--- src/rtl/program_rom_server.sv ---
// rtl/program_rom_server.sv - wait-stated program ROM with a sequential load port.
// Optional per-word parity checking is enabled by defining PROGRAM_ROM_SERVER_PARITY_EN.
module program_rom_server #(
    parameter int          DEPTH       = 256,
    parameter int          WAIT_STATES = 1,
    parameter logic [7:0]  FILL        = 8'h00
) (
    input  logic        clk,
    input  logic        reset,
    input  logic        rom_cs,
    input  logic        rom_rd,
    input  logic [15:0] addr,
    output logic [7:0]  instruction,
    output logic        ready,
    input  logic        load_en,
    input  logic        load_valid,
    input  logic [7:0]  load_data,
    output logic        load_ready,
    output logic [15:0] fetch_count
`ifdef PROGRAM_ROM_SERVER_PARITY_EN
    ,
    output logic        parity_err
`endif
);

    localparam int AW = (DEPTH > 1) ? $clog2(DEPTH) : 1;
    localparam int PW = $clog2(DEPTH + 1);

    typedef enum logic [1:0] {
        IDLE  = 2'd0,
        WAIT  = 2'd1,
        DRIVE = 2'd2,
        LOAD  = 2'd3
    } state_t;

    state_t        r_state;
    state_t        w_next_state;

    logic [7:0]    r_mem [DEPTH];
    logic [15:0]   r_addr;
    logic [2:0]    r_wait;
    logic [PW-1:0] r_ptr;
    logic [7:0]    r_instr;
    logic          r_ready;
    logic [15:0]   r_fetch_count;

    logic          w_req;
    logic          w_addr_changed;
    logic          w_latch;
    logic          w_dec;
    logic          w_fire;
    logic          w_ptr_clr;
    logic          w_ptr_ok;
    logic          w_wr;
    logic          w_in_range;
    logic [AW-1:0] w_rd_idx;
    logic [AW-1:0] w_wr_idx;
    logic [7:0]    w_word;

    assign w_req          = rom_cs && rom_rd;
    assign w_addr_changed = (addr != r_addr);
    assign w_in_range     = ({1'b0, r_addr} < 17'(DEPTH));
    assign w_rd_idx       = r_addr[AW-1:0];
    assign w_wr_idx       = r_ptr[AW-1:0];
    assign w_word         = w_in_range ? r_mem[w_rd_idx] : FILL;
    assign w_ptr_ok       = (r_ptr < PW'(DEPTH));
    assign w_wr           = (r_state == LOAD) && load_valid && w_ptr_ok;

    always_ff @(posedge clk or negedge reset) begin
        if (!reset) begin
            r_state <= IDLE;
        end else begin
            r_state <= w_next_state;
        end
    end

    // The last WAIT cycle (counter at zero) performs the synchronous memory
    // read, so ready rises WAIT_STATES+1 cycles after the request is sampled.
    always_comb begin
        w_next_state = r_state;
        w_latch      = 1'b0;
        w_dec        = 1'b0;
        w_fire       = 1'b0;
        w_ptr_clr    = 1'b0;
        case (r_state)
            IDLE: begin
                if (load_en) begin
                    w_next_state = LOAD;
                    w_ptr_clr    = 1'b1;
                end else if (w_req) begin
                    w_next_state = WAIT;
                    w_latch      = 1'b1;
                end
            end
            WAIT: begin
                if (!w_req) begin
                    w_next_state = IDLE;
                end else if (w_addr_changed) begin
                    w_latch = 1'b1;
                end else if (r_wait == 3'd0) begin
                    w_next_state = DRIVE;
                    w_fire       = 1'b1;
                end else begin
                    w_dec = 1'b1;
                end
            end
            DRIVE: begin
                if (!w_req) begin
                    w_next_state = IDLE;
                end else if (w_addr_changed) begin
                    w_next_state = WAIT;
                    w_latch      = 1'b1;
                end
            end
            LOAD: begin
                if (!load_en) begin
                    w_next_state = IDLE;
                end
            end
            default: w_next_state = IDLE;
        endcase
    end

    always_ff @(posedge clk or negedge reset) begin
        if (!reset) begin
            r_addr        <= 16'h0000;
            r_wait        <= 3'd0;
            r_ptr         <= '0;
            r_instr       <= 8'h00;
            r_ready       <= 1'b0;
            r_fetch_count <= 16'h0000;
        end else begin
            if (w_latch) begin
                r_addr <= addr;
                r_wait <= 3'(WAIT_STATES);
            end else if (w_dec) begin
                r_wait <= r_wait - 3'd1;
            end

            if (w_ptr_clr) begin
                r_ptr <= '0;
            end else if (w_wr) begin
                r_ptr <= r_ptr + PW'(1);
            end

            if (w_fire) begin
                r_instr <= w_word;
                if (r_fetch_count != 16'hFFFF) begin
                    r_fetch_count <= r_fetch_count + 16'd1;
                end
            end

            r_ready <= (w_next_state == DRIVE);
        end
    end

    // Storage is deliberately outside the reset domain so a reset keeps the program.
    always_ff @(posedge clk) begin
        if (w_wr) begin
            r_mem[w_wr_idx] <= load_data;
        end
    end

`ifdef PROGRAM_ROM_SERVER_PARITY_EN
    logic r_par [DEPTH];
    logic r_parity_err;

    always_ff @(posedge clk) begin
        if (w_wr) begin
            r_par[w_wr_idx] <= ^load_data;
        end
    end

    always_ff @(posedge clk or negedge reset) begin
        if (!reset) begin
            r_parity_err <= 1'b0;
        end else if (w_fire) begin
            r_parity_err <= w_in_range && ((^r_mem[w_rd_idx]) != r_par[w_rd_idx]);
        end else if (w_next_state != DRIVE) begin
            r_parity_err <= 1'b0;
        end
    end

    assign parity_err = r_parity_err;
`endif

    assign instruction = r_instr;
    assign ready       = r_ready;
    assign load_ready  = (r_state == LOAD) && w_ptr_ok;
    assign fetch_count = r_fetch_count;

endmodule

--- config.mk ---
export PLATFORM = sky130hd
export DESIGN_NAME = program_rom_server
export DESIGN_NICKNAME = d
export VERILOG_FILES = /design/src/rtl/program_rom_server.sv
export SDC_FILE = /design/constraint.sdc
export NUM_CORES = 2
export LEC_CHECK = 0
export CAP_MARGIN = 10
export CORE_AREA = 5 5 567 345
export DETAILED_ROUTE_END_ITERATION = 16
export DIE_AREA = 0 0 572 350
export HOLD_SLACK_MARGIN = 0.06
export SLEW_MARGIN = 15
export SYNTH_ARGS = -nofsm -noshare
export SYNTH_HDL_FRONTEND = slang
export SYNTH_SLANG_ARGS = --single-unit
--- constraint.sdc ---
create_clock -name clk -period 4.4 [get_ports clk]
set_input_delay 0.88 -clock clk [delete_from_list [all_inputs] [get_ports clk]]
set_output_delay 0.88 -clock clk [all_outputs]
set_load 0.03 [all_outputs]
* Yosys cells after proc, flatten, opt, wreduce, memory -nomap -nowiden *
Memory sizes are Yosys's and may differ from the RTL's.
Index checks and enable logic that the tools add are counted.

operators by class
  $lt $le $gt $ge = 2
  add/subtract/negate cells = 3
  muxes and demuxes = 31
  reduce and logical (&&, ||, !) cells = 10
  eq/ne operators = 6

operators by type and width
  cell                     number
  $mux W9                  2
  $add A16 B1 Y16 const B  1
  $lt A16 B9 Y1 const B    1
  $mux W1                  16
  $mux W2                  8
  $ne A16 B16 Y1           1
  $ne A16 B16 Y1 const B   1
  $add A9 B1 Y9 const B    1
  $lt A9 B9 Y1 const B     1
  $mux W8                  1
  $pmux W2 S4              1
  $eq A2 B2 Y1 const B     3
  $mux W3                  2
  $logic_and A1 B1 Y1      4
  $reduce_bool A2 Y1       2
  $logic_not A3 Y1         1
  $sub A3 B1 Y3 const B    1
  $eq A2 B1 Y1 const B     1
  $logic_not A2 Y1         1
  $pmux W1 S2              1
  $reduce_and A2 Y1        1
  $reduce_or A2 Y1         1

storage, ports and cells
  logic and storage cells = 60
  memory bits (writable) = 2048
  output and inout bits = 26
  input port bits = 30
  memories kept = 1
  bits in registers = 55

memories
  name   depth  bits a word  rd ports  clocked after Yosys merged registers in  wr ports  line  RTL
  r_mem  256    8            1         0                                        1         39    logic [7:0] r_mem [DEPTH];

* Depth between registers and ports, before layout *
  depth after elaboration = 7
  mapped depth = 13
  gate-level depth less buffers = 8

* Least setup slack after synthesis *
No wires, ideal clock.

  path kind = register to register
  start point = register r_state[0]
  end point = memory r_mem[100][0], enable pin
  stages on the path, launching flop included = 9
  setup time = 370 ps
  setup slack = 1337 ps
  path buffers = 3
  data arrival time = 2693 ps
  required time = 4030 ps
  path through = dfrtp_1 > ha_1 > nor2b_1 > and2_1 > clkbuf_1 > clkbuf_1 > nand3_1 > clkbuf_1 > nor2_1

between the ends
  cells in the longest elaborated chain, start to end = 5

ends and longest elaborated chain
  what                               line  RTL
  start: declaration                 36    state_t r_state;
  start signal: assignment           73    r_state <= w_next_state;
  $eq A2 B2 Y1                       67    assign w_wr = (r_state == LOAD) && load_valid && w_ptr_ok;
  $logic_and A1 B1 Y1 (2 in series)  67
  $mux W1                            159   if (w_wr) begin
  $mux W1 (not written as such)      160   r_mem[w_wr_idx] <= load_data;
  end: declaration                   39

No other way between the ends.

* Worst setup path after layout *
  start point = register r_addr[0]
  end point = register r_instr[2] (netlist: instruction[2])

between the ends
  cells in the longest elaborated chain, start to end = 4
  elaborated cells on any way between the ends = 7
  classes of those cells = order compare (1); eq/ne (1); mux (4); memory (1)

ends and longest elaborated chain
  what                                                     line  RTL
  start: declaration                                       40    logic [15:0] r_addr;
  start signal: assignment                                 134   r_addr <= addr;
  branches (longest 4 deep; another with $mem_v2 Z256 W8)  --
  end signal: assignment                                   147   r_instr <= w_word;
  end: declaration                                         43    logic [7:0] r_instr;

Parallel ways; which one is timed is not known.
A chain may end at the register's enable or synchronous reset.

==> impl_results.md <==
* Multi-input combinational cell area at 18,400 um2
* Crit path max fanout at 25
* PortBufs at 55
* First-pass GRT wire length at 308 mm
* Die area at 200,000 um2
* Primary FF master, synth: edfxtp_1
* #FFs+latches synth at 2,103
* Max IR drop VDD at 0.423 mV
* Clock Path Buffers at 4
* Placement row count at 124
* Leakage at 0.0301 uW
* DRT Wirelength at 215 mm
* Fill cells at 15,200
* Mapped cell area at 82,800 um2
* Initial DRC Count at 5,758
* WP data arrival at 4420 ps
* CTS tree: built
* Seq. cell area at 62,900 um2
* Post-synth ARST share at 0.0262
* CTS Sinks at 2,103
* TritonRoute pass-1 iters at 6
* CP max-delay cell: dfrtp_4
* Worst R2R Start: r_addr[0]
* NumNets Final at 4,464
* Reg-to-reg slack, setup at 730 ps
* Largest net degree at the start of global routing at 138
* Final Max Slew Viols at 0
* Initial Util at 0.437
* Capturing element type of the critical path: flop
* Post-CTS resize count at 0
* Hold Vio Cnt, Final at 0
* Fin area at 93,900 um2
* Critical R2R Capture: instruction[2]
* Post-synth cell types at 75
* GRT Overall Usage at 0.212
* Clk pin slew, worst setup/hold paths at 70 ps
* Post-CTS setup buffers at 0
* Crit-path cells: buf_12 > buf_4 > mux2i_1 > o221ai_1 > o22ai_1 > nor3_1 > a21oi_1 > a311oi_1 > a211o_1
* Critical Path Start Type: flop
* # hold bufs at CTS at 0
* Placed cells at 6,752
* Xor-xnor portion of the synthesized cell area at 0.00422
* Layout cells sized above 1 at 0.239
* Headroom to the max-slew limit at 0.157
* PD cells at 578 nW/um2
* Fin crit share at 0.833
* Synth Area in Adders at 0.00196
* Die W at 572 um
* ANT nets after route at 0
* Initial antenna violation count at 11
* H-tree levels at 4
* Place WS at 446 ps
* Seq/Total Area, Yosys at 0.759
* Tightest Pin Transition at 1260 ps
* Fmax at 273 MHz
* Largest family of logic cells by synthesized area: multiplexers
* Root buffer cell: clkbuf_16
* Post-synthesis mux area share at 0.153
* Compound-Gate Fraction of Synth Area at 0.0284
* RSZ-0062 raised after global routing: false
* YS warnings at 0
* Crit path time final at 3670 ps
* Max incr delay on CP at 880 ps
* DP Area at 88,100 um2
* Most common cell after layout, fill and taps aside: edfxtp_1
* Most frequent cells in the layout: edfxtp_1, mux4_2, nor2_1, buf_4, mux2i_1
* Final setup vio count at 0
* Fin Clk Skew at 35.6 ps
* Max Cap Violations at 0
* Synth Area in Simple Gates at 0.0340
* IO Pins at 56
* EDFF count, synth at 2,048
* Setup TNS at 0 ps
* Min-delay worst type: in2async
* Core ar. at 189,000 um2
* Syn Nets at 4,126
* Area Growth Syn to Fin at 13.4%
* Required @ worst endpoint at 5150 ps
* Die Y-Extent at 350 um
* Routed len/inst at 30.3 um
* Crit Path Class: reg2reg
* Status: completed
* Final WS setup at 733 ps
* # DRC at 0
* Final GP Congestion at 0.873
* Dpl hpwl at 136 mm
* Synthesized area per cell at 20.3 um2
* Total grt overflow at 0
* Vias at 42,400
* CTS buffer count at 187
* Post-Syn Instances at 4,083
* Vias in the first global route at 40,900
* Clk_lat worst skew at 810 ps
* Tot Pwr at 54,300 uW
* Fin cells at 7,082
* Worst r2r path cells at 9
* Via/cell ratio at 5.99
critical path: cells and delay by family, from the launching register on:
family	cells	cell delay (ps)
flip-flops	1	880
multiplexers	1	130
buffers and inverters	2	680
AO/OA/AOI/OAI	5	1170
AND/OR/NAND/NOR	1	690
registers in the layout (all words and copies together) (netlist names):
signal and cells:
fetch_count 16, instruction 8, r_addr 16, r_mem 2048, r_ptr 9, r_state 2, r_wait 3, ready 1
worst max path at each step:
stage / slack (ps) / to / cells after the start / startpoint
3_3_place_gp: 390 / instruction[2] / 8 / addr[6]
4_1_cts: 720 / load_ready / 3 / r_state[0]
6_report: 730 / instruction[2] / 9 / r_addr[0]
2_1_floorplan: 1340 / r_mem[100][0] / 8 / r_state[0]
3_5_place_dp: 450 / instruction[2] / 8 / addr[6]
5_1_grt: 600 / instruction[2] / 9 / r_addr[0]
metrics by stage:
step | hold slack (ps) | util
2_1_floorplan | 467 | -
5_1_grt | 176 | 0.496
3_3_place_gp | 474 | 0.465
3_5_place_dp | 490 | 0.465
4_1_cts | 132 | 0.496
6_report | 148 | 0.496
area by class of cell:
type / count / share of cell area
Sequential cell: 2103 / 0.669
Multi-Input combinational cell: 1723 / 0.196
Clock buffer: 224 / 0.0520
Timing Repair Buffer: 391 / 0.0379
Tap cell: 2520 / 0.0336
Clock inverter: 105 / 0.0105
Inverter: 15 / 0.000679
Antenna cell: 1 / 0.0000266
cells in the mapped netlist, drive strengths merged, types with 8 or more instances:
cell        n  area share
xor2       27      0.0029
a21oi      51      0.0031
xnor2      12      0.0013
o21ai      23      0.0014
o221ai     85      0.0091
nor3       39      0.0025
edfxtp   2048        0.74
nor2b      14      0.0011
dfrtp      55       0.017
nand3      40      0.0026
a221oi      8     0.00085
nand2     139      0.0063
clkbuf     90      0.0041
and3       10     0.00076
a22oi       9     0.00082
mux4      436        0.12
buf       152       0.015
o22ai      42      0.0032
nand4      17      0.0013
o311ai      8     0.00085
a31oi      22      0.0017
inv        14     0.00063
nor2      328       0.015
a2111oi     9      0.0010
o31ai      16      0.0015
mux2i     252       0.030
ha         13      0.0020
mux2       27      0.0037
logic make-up (layout without fill, tap and decap cells):
logic type | after synthesis | in the layout
xor gates and xnor gates | 39 | 39
muxes | 715 | 715
buffers and inverters | 257 | 735
other | 0 | 1
AOI/OAI and AO/OA | 321 | 321
DFF | 2103 | 2103
adders and majority gates | 13 | 13
and+or+nand+nor | 635 | 635
power by group:
group	switching, uW	leakage [uW]	internal, uW	total, uW
combinational	9240	0.00809	6430	15700
clock	7170	0.00289	9010	16200
sequential	358	0.0191	22100	22400
total	16800	0.0301	37500	54300
metal layers:
| metal | vias to the layer above | track usage | part of all wire | wire [um] |
|---|---|---|---|---|
| met4 | 2 | 0.0327 | 0.015 | 3110 |
| met2 | 2091 | 0.282 | 0.41 | 87700 |
| met5 | - | 0 | 0.000089 | 19 |
| li1 | 17500 | - | - | - |
| met1 | 22600 | 0.348 | 0.46 | 99300 |
| met3 | 215 | 0.0645 | 0.11 | 24400 |
Power figures use the tool's default switching activity.
